File: config.mk
export PLATFORM = sky130hd
export DESIGN_NAME = qed_commit_tracker
export DESIGN_NICKNAME = d
export VERILOG_FILES = /design/src/rtl/qed_pkg.sv /design/src/rtl/qed_sat_counter.sv /design/src/rtl/qed_commit_tracker.sv
export SDC_FILE = /design/constraint.sdc
export NUM_CORES = 1
export LEC_CHECK = 0
export CAP_MARGIN = 20
export CORE_ASPECT_RATIO = 2
export CORE_UTILIZATION = 48
export DETAILED_ROUTE_END_ITERATION = 8
export PLACE_DENSITY = 0.77
export SKIP_LAST_GASP = 1
export SYNTH_ARGS = -nofsm -noshare
export SYNTH_HDL_FRONTEND = slang
export SYNTH_HIERARCHICAL = 1
export SYNTH_SLANG_ARGS = --single-unit
File: constraint.sdc
create_clock -name clk -period 5.65 [get_ports clk]
set_clock_uncertainty 0.15 [all_clocks]
set_input_delay 1.695 -clock clk [delete_from_list [all_inputs] [get_ports clk]]
set_output_delay 1.695 -clock clk [all_outputs]
set_load 0.01 [all_outputs]
File: src/rtl/qed_pkg.sv
// Shared types and retirement classification for the QED commit tracker.
package qed_pkg;

  typedef enum logic [1:0] {
    IDLE,
    ARMED,
    OVF
  } qed_state_t;

  localparam int unsigned QED_NUM_ARCH_REGS = 16;

  // Registers 1..15 hold original-program results; 16..31 hold the duplicate copies.
  function automatic logic qed_is_orig(input logic [4:0] rd);
    return (rd != 5'd0) && (rd < 5'(QED_NUM_ARCH_REGS));
  endfunction

  function automatic logic qed_is_dup(input logic [4:0] rd);
    return rd >= 5'(QED_NUM_ARCH_REGS);
  endfunction

endpackage

File: src/rtl/qed_sat_counter.sv
// Saturating up-counter with synchronous clear; at_max flags the all-ones value.
module qed_sat_counter #(
  parameter int unsigned CNT_W = 8
) (
  input  logic             clk,
  input  logic             resetn,
  input  logic             inc,
  input  logic             clr,
  output logic [CNT_W-1:0] count,
  output logic             at_max
);

  assign at_max = (count == '1);

  always_ff @(posedge clk or negedge resetn) begin
    if (!resetn) begin
      count <= '0;
    end else if (clr) begin
      count <= '0;
    end else if (inc && !at_max) begin
      count <= count + CNT_W'(1);
    end
  end

endmodule

File: src/rtl/qed_commit_tracker.sv
// Derives the commit pulse and check-valid qualifier for the QED property block
// from the commit level and the retirement stream; tracks overflow and ordering.
module qed_commit_tracker
  import qed_pkg::*;
#(
  parameter int unsigned CNT_W = 8
) (
  input  logic             clk,
  input  logic             resetn,
  input  logic             sif_commit,
  input  logic             retire_valid,
  input  logic [4:0]       retire_rd,
  output logic             sif_commit_pulsed,
  output logic             qed_check_valid,
  output logic [CNT_W-1:0] orig_cnt,
  output logic [CNT_W-1:0] dup_cnt,
  output logic             cnt_ovf,
  output logic             dup_ahead
);

  qed_state_t state, state_next;
  logic       sif_commit_q;
  logic       count_en;
  logic       orig_inc, dup_inc;
  logic       orig_at_max, dup_at_max;
  logic       ovf_hit;

  // Counting runs from the pulse cycle onward, so the IDLE->ARMED cycle counts too.
  assign count_en = sif_commit && (state != OVF);
  assign orig_inc = count_en && retire_valid && qed_is_orig(retire_rd);
  assign dup_inc  = count_en && retire_valid && qed_is_dup(retire_rd);
  assign ovf_hit  = (orig_inc && orig_at_max) || (dup_inc && dup_at_max);

  assign sif_commit_pulsed = sif_commit && !sif_commit_q;

  qed_sat_counter #(.CNT_W(CNT_W)) u_orig_cnt (
    .clk    (clk),
    .resetn (resetn),
    .inc    (orig_inc),
    .clr    (!sif_commit),
    .count  (orig_cnt),
    .at_max (orig_at_max)
  );

  qed_sat_counter #(.CNT_W(CNT_W)) u_dup_cnt (
    .clk    (clk),
    .resetn (resetn),
    .inc    (dup_inc),
    .clr    (!sif_commit),
    .count  (dup_cnt),
    .at_max (dup_at_max)
  );

  always_ff @(posedge clk or negedge resetn) begin
    if (!resetn) begin
      state        <= IDLE;
      sif_commit_q <= 1'b0;
      cnt_ovf      <= 1'b0;
      dup_ahead    <= 1'b0;
    end else begin
      state        <= state_next;
      sif_commit_q <= sif_commit;
      if (!sif_commit) begin
        cnt_ovf   <= 1'b0;
        dup_ahead <= 1'b0;
      end else begin
        if (ovf_hit) cnt_ovf <= 1'b1;
        if (dup_inc && (dup_cnt == orig_cnt)) dup_ahead <= 1'b1;
      end
    end
  end

  always_comb begin
    state_next      = state;
    qed_check_valid = 1'b0;
    case (state)
      IDLE: begin
        if (sif_commit) state_next = ARMED;
      end
      ARMED: begin
        qed_check_valid = (orig_cnt == dup_cnt) && (orig_cnt != '0);
        if (!sif_commit)  state_next = IDLE;
        else if (ovf_hit) state_next = OVF;
      end
      OVF: begin
        if (!sif_commit) state_next = IDLE;
      end
      default: state_next = IDLE;
    endcase
  end

endmodule

Word-level counts from Yosys, hierarchy flattened
Index checks and enable logic that the tools add are counted.
{ "op_classes": {"eq_ne": 14, "n_lt_le_gt_ge": 2, "muxes": 14, "n_addsub": 2, "n_reduce_logical": 20} }
{ "op_table": {"columns": ["operator", "n"], "rows": [
  ["$mux 8", 4],
  ["$add 8x1->8 const B", 2],
  ["$eq 8x8->1", 2],
  ["$eq 8x8->1 const B", 2],
  ["$logic_and 1x1->1", 12],
  ["$mux 2", 4],
  ["$ne 2x1->1 const B", 4],
  ["$reduce_bool 8->1", 1],
  ["$ne 2x2->1 const B", 3],
  ["$pmux 2 s3", 1],
  ["$ge 5x5->1 const B", 1],
  ["$lt 5x5->1 const B", 1],
  ["$mux 1", 5],
  ["$reduce_bool 5->1", 1],
  ["$logic_not 1->1", 3],
  ["$ne 3x3->1 const B", 1],
  ["$reduce_and 3->1", 1],
  ["$eq 2x1->1 const B", 1],
  ["$eq 2x2->1 const B", 1],
  ["$logic_not 2->1", 1],
  ["$logic_or 1x1->1", 1]
]} }
{ "word_totals": {"ff_bits": 21} }

Depth between registers and ports, before layout
Gate-level depths: netlist of run 1.
{ "depth": {"ltp_word": 9, "ltp_mapped": 6, "mapped_depth_nobuf": 6} }

Hierarchy
The synthesis of run 1 kept the hierarchy.
{ "modules_own_cells": {"columns": ["module", "area_per_inst_um2", "cells_each", "instances"], "rows": [
  ["qed_sat_counter", 469.2, 47, 2],
  ["qed_commit_tracker", 366.6, 37, 1]
]} }

Worst setup path before layout of run 1
OpenSTA, ideal clock, no wires.
{ "synth_path": {"path_type": "input port to output port", "from": "in sif_commit", "to": "out sif_commit_pulsed", "path_slack_ns": 1.844, "path_stages": 2, "t_arrival_ns": 1.961, "t_required_ns": 3.805, "path_cell_list": "inv_1 nor2_1"} }
{ "synth_between": {"elab_chain_cells": 1} }
{ "synth_rtl": {"columns": ["item", "line_no", "text"], "rows": [
  ["from (decl)", "qed_commit_tracker.sv:10", "input logic sif_commit,"],
  ["$logic_and 1x1->1", "qed_commit_tracker.sv:34", "assign sif_commit_pulsed = sif_commit && !sif_commit_q;"],
  ["to (decl)", "qed_commit_tracker.sv:13", "output logic sif_commit_pulsed,"]
]} }
Every way passes these cells.

Worst setup path after layout of run 1
Same ends and word-level chain as after synthesis.

==> impl_metrics.ini, run 1 <==
[grt]
grt_pass1_vias = 1100
grt_usage_pct = 22.92
grt-ovfl-total = 0
grt_max_degree = 25
antenna_found_initial = 0
grt_pass1_wl_um = 4850

[sta]
slew_headroom_pct = 37.88
hold_viol = 0
fin_crit_sh_pct = 85.11
setup_violations = 0
rsz0062_at_grt = no
timing.fmax_mhz = 207.9
drv_slew = 0
fin_crit_ns = 4.809
worstMarginPinSlew_ns = 0.9289
fin_tns_setup_ns = 0

[placement]
port_buffers = 28
dp_hpwl_um = 2194
gp_congestion = 0.7696

[synthesis]
synth_edf_count = 0
synthMostInstantiatedCell = dfrtp_1
ys_ff_latch = 21
synth_commonest_cells = 21 x dfrtp_1, 9 x nand2_1, 8 x a211oi_1, 8 x xnor2_1
synthArstFlopShare_pct = 100.0
synth_top_area_cell = dfrtp_1
yosysUniqueCellTypes = 34
synthTopCellsByArea = dfrtp_1 40%, xnor2_1 5.4%, a211oi_1 4.6%
synthFlopType = dfrtp_1
syn-num-nets = 142
synth_top_area_share_pct = 40.27
synth_warnings = 6
syn-mean-instance-area_sq_um = 9.962
seq_area_frac_synth_pct = 40.27
syn_area_sq_um = 1305
synth_cells = 131

[final_layout]
multiInputGateArea_sq_um = 757.0
area_growth_syn_to_layout_pct = 27.61
fin_nets = 174
num-fill-cells = 234
final-seq-area_sq_um = 525.5
drive_gt1_share_pct = 12.35
diodes = 0
finish.utilization_pct = 64.80

[worst_setup_path]
path_buf_inv = 3
critPathTopFamily = buffers and inverters
crit_chain = clkdlybuf4s50_1 -> inv_1 -> nor2_1 -> clkdlybuf4s50_1
max_stage_delay_ns = 0.55
cp-end-kind = primary output
crit_arrival_ns = 2.96
slowest_stage = clkdlybuf4s50_1
cp_common_cell = clkdlybuf4s50_1
crit_fanout = 6
crit_type = in -> out
cp.required_ns = 3.81
critPathLaunchType = input port

[power]
combPwrFrac_pct = 10.9
pwr-share-clk_pct = 34.8
total_power_uw = 286.6
leakagePower_uw = 0.0006360
netSwitchingPower_uw = 67.57
ir_drop_v = 0.0001548
seqPwrFrac_pct = 54.3
power_density_nw_per_um2 = 172.1
p_sw_share_pct = 23.58
p_int_uw = 219.0

[drt]
drt-initial-drc-count = 31
via_per_inst = 6.205
drtAntennaViolNets = 0
wl_per_cell_um = 16.37
drc = 0
first_pass_iters = 5
finalWirelength_um = 3110
num_vias = 1179

[clock_network]
cts_tree = yes
cts.sink_count = 21
cts_buffers = 3
cts_resized = 0
htree_levels = 1
postCtsHoldBufs = 0
cts-root-buf = clkbuf_8
cts_max_path_buffers = 2
worstSkewPairLatency_ns = 0.26
cts_setup_buffers = 0
cts.reportedPaths.clkPinSlew_ns = 0.07

[run_status]
status = finished, final reports clean

[min_path]
hold_path_class = reg -> reg

[floorplanning]
die_height_um = 75.74
die_area_sq_um = 2944
pin_count = 29
core_sq_um = 2570
rows = 26
initial_core_util_pct = 50.78
die_width_um = 38.87

[job]
drv_cap = 0
-- cell families (layout without fill, tap and decap cells) --
group / count (synthesis) / in the layout / share of synthesized area [%]
AO/OA/AOI/OAI: 30 / 30 / 17.45
XOR/XNOR: 8 / 8 / 5.369
adder cells (fa/ha/maj): 2 / 2 / 1.917
buffers and inverters: 6 / 37 / 1.726
flip-flops: 21 / 21 / 40.27
multiplexers: 6 / 6 / 5.561
AND/OR/NAND/NOR: 58 / 58 / 27.71
-- state kept, by name, indices dropped and copies added (netlist names) --
signal,count
cnt_ovf,1
sif_commit_q,1
state,2
dup_ahead,1
u_orig_cnt/count,8
u_dup_cnt/count,8
-- cell type report --
type | instances | share of cell area (%)
inverters | 4 | 0.9016
well taps | 28 | 2.104
repair buffers | 29 | 17.28
multi-input cells | 104 | 45.45
clock buffers | 4 | 2.705
flip-flops and latches | 21 | 31.56
-- worst paths after layout --
path                                        to  slack, ns  depth (start not counted)       start
setup reg to reg           u_orig_cnt/count[7]       3.24                          6    state[0]
hold / removal                        state[0]       0.33                          1    state[1]
setup / recovery             sif_commit_pulsed       0.84                          4  sif_commit
hold reg to reg                       state[0]       0.33                          1    state[1]
min in group asynchronous  u_orig_cnt/count[1]       1.80                          1      resetn
max in group asynchronous   u_dup_cnt/count[1]       2.98                          1      resetn
-- routing by layer --
layer  track usage, %  routed length [um]  vias up
li1                 -                   -      559
met1            25.75                1264      584
met2            41.67                1689       32
met3            1.749                 105        4
met4            10.34                  51        0
met5                0                   0        -
-- stage by stage --
stage	hold slack, ns	worst slack [ns]	area [sq um]	std cells
4_1_cts	0.3362	0.8299	1665	190
5_1_grt	0.3530	0.7699	1665	190
3_5_place_dp	0.3239	0.8340	1620	186
3_3_place_gp	0.2920	0.8523	1620	186
6_report	0.3257	0.8411	1665	190
2_1_floorplan	0.2800	1.844	1305	131
-- cell usage in the layout, fill, tap and decap left out, types with 2 or more instances in the layout --
cell type and count:
o21bai_1 4, clkdlybuf4s50_1 28, nand4_1 7, nor4b_1 2, mux2i_1 2, a211oi_1 8
and3_1 2, ha_1 2, nand3_1 6, dfrtp_1 21, xnor2_1 8, mux2_2 2
and4_4 2, nor2_1 4, inv_1 4, nand2b_1 7, a21oi_1 6, nor3_1 4
nor2b_1 5, mux2_4 2, nor3b_1 3, a31oi_1 4, clkbuf_8 3, a21boi_2 2
and4_2 2, nand2_1 9, nor4_1 2, and2_2 2
-- power groups by stage --
stage                     registers, uW  logic, uW  clock network, uW
final                               156       31.3               99.7
after global routing                156       33.8                107
after CTS                           156       31.7               99.4
after detailed placement            159       31.6                  0
after global placement              158       30.8                  0
after floorplan                     159       13.2                  0
Note: power is estimated with default switching activity, not from simulation.
==> run 2: changes to the inputs <==
- clock period: 5.65 -> 5.4 ns (I/O delays scaled with it)
==> run 2 against run 1 <==
Sequential share of layout area did not move. Largest cell class unchanged. Utilization did not move. Count of clock-buffer cells in the layout did not move. Total power rose by 3.6%. Global-route usage fell by 0.55 points. Non-clock buffer count did not move.
==> impl_metrics.ini, run 2 (synthesis results as in run 1) <==
[placement]
port_buffers = 28
post-place-ws_ns = 0.7335
dp_hpwl_um = 2218
gp_congestion = 0.7769

[grt]
antenna_found_initial = 0
grt.busiest_layer = met2
met3_usage_pct = 1.749
gr-usage-met1_pct = 23.78
grt_max_degree = 25
grt-ovfl-total = 0
grt_usage_pct = 22.36
grt_pass1_vias = 1062
grt_pass1_wl_um = 4685
met2_usage_pct = 41.85

[drt]
finalWirelength_um = 3047
drc = 0
drtAntennaViolNets = 0
drt-initial-drc-count = 25
first_pass_iters = 4
via_per_inst = 6.147
wl_per_cell_um = 16.04
num_vias = 1168

[final_layout]
drive_gt1_share_pct = 12.35
fin_nets = 174
layout_common_cells = 28 x clkdlybuf4s50_1, 21 x dfrtp_1, 9 x nand2_1, 8 x xnor2_1, 8 x a211oi_1
reg.largest.list = u_dup_cnt/count (8), u_orig_cnt/count (8), state (2)
area_growth_syn_to_layout_pct = 27.61
final_common_cell = clkdlybuf4s50_1
diodes = 0

[worst_setup_path]
slowest_stage = clkdlybuf4s50_1
crit_arrival_ns = 2.89
path_buf_inv = 3
crit_fanout = 6
critPathTopFamily = buffers and inverters
crit_chain = clkdlybuf4s50_1 -> inv_1 -> nor2_1 -> clkdlybuf4s50_1
cp.required_ns = 3.63
crit_type = in -> out
cp-end-kind = primary output
max_stage_delay_ns = 0.55
cp_common_cell = clkdlybuf4s50_1
ff2ff_setup_slack_ns = 3.04
critPathLaunchType = input port

[sta]
timing.fmax_mhz = 214.8
worstMarginPinSlew_ns = 0.9396
slew_headroom_pct = 37.16
fin_ws_ns = 0.7437
hold_viol = 0
drv_slew = 0
fin_crit_sh_pct = 86.23
rsz0062_at_grt = no
setup_violations = 0
fin_tns_setup_ns = 0
fin_crit_ns = 4.656

[power]
pwr-share-clk_pct = 34.2
p_sw_share_pct = 22.86
combPwrFrac_pct = 11.0
power_density_nw_per_um2 = 178.3
ir_drop_v = 0.0001620
p_int_uw = 229.1
seqPwrFrac_pct = 54.8
leakagePower_uw = 0.0006360
netSwitchingPower_uw = 67.89

[run_status]
status = finished, final reports clean

[clock_network]
cts_buffers = 3
worstSkewPairLatency_ns = 0.26
cts.reportedPaths.clkPinSlew_ns = 0.07
cts_tree = yes
cts-root-buf = clkbuf_8
cts_max_path_buffers = 2
postCtsHoldBufs = 0
cts.sink_count = 21
htree_levels = 1
cts_setup_buffers = 0
cts_resized = 0

[floorplanning]
core_sq_um = 2570
pin_count = 29
die_height_um = 75.74
initial_core_util_pct = 50.78
die_area_sq_um = 2944
rows = 26
die_width_um = 38.87

[min_path]
hold_path_class = reg -> reg

[job]
drv_cap = 0
[run 2: layout make-up]
cell class,count,area [sq um]
multi-input cells,104,757.0
clock buffers,4,45.04
flip-flops and latches,21,525.5
fillers,225,904.6
well taps,28,35.03
repair buffers,29,287.8
inverters,4,15.01
[run 2: layer usage]
metal  wire length, um  share of wire [%]
met1              1229                 40
met2              1715                 56
met3                78                2.6
met4                23               0.75
met5                 0                  0
[run 2: metrics by stage]
| step | hold slack (ns) | instances | utilization (%) | total power (uW) | area (sq um) |
|---|---|---|---|---|---|
| after floorplan | 0.2800 | 131 | - | 179.7 | 1305 |
| after global placement | 0.2921 | 186 | 63.05 | 198.0 | 1620 |
| after detailed placement | 0.3241 | 186 | 63.05 | 199.0 | 1620 |
| after CTS | 0.3349 | 190 | 64.80 | 300.9 | 1665 |
| after global routing | 0.3512 | 190 | 64.80 | 310.2 | 1665 |
| final | 0.3212 | 190 | 64.80 | 297.0 | 1665 |
[run 2: final timing paths]
path,from,to,cells after the start
worst max-delay path,sif_commit,sif_commit_pulsed,4
worst min-delay path,state[1],state[0],1
worst max register to register,state[0],u_orig_cnt/count[7],6
worst min register to register,state[1],state[0],1
max in group asynchronous,resetn,u_dup_cnt/count[2],1
min in group asynchronous,resetn,u_orig_cnt/count[7],1
[run 2: power groups by stage]
stage	clock network [uW]	registers, uW	logic (uW)
after floorplan	0	166	13.8
after global placement	0	166	32.2
after detailed placement	0	166	33.1
after CTS	105	163	33.2
after global routing	111	163	35.7
final	102	163	32.5
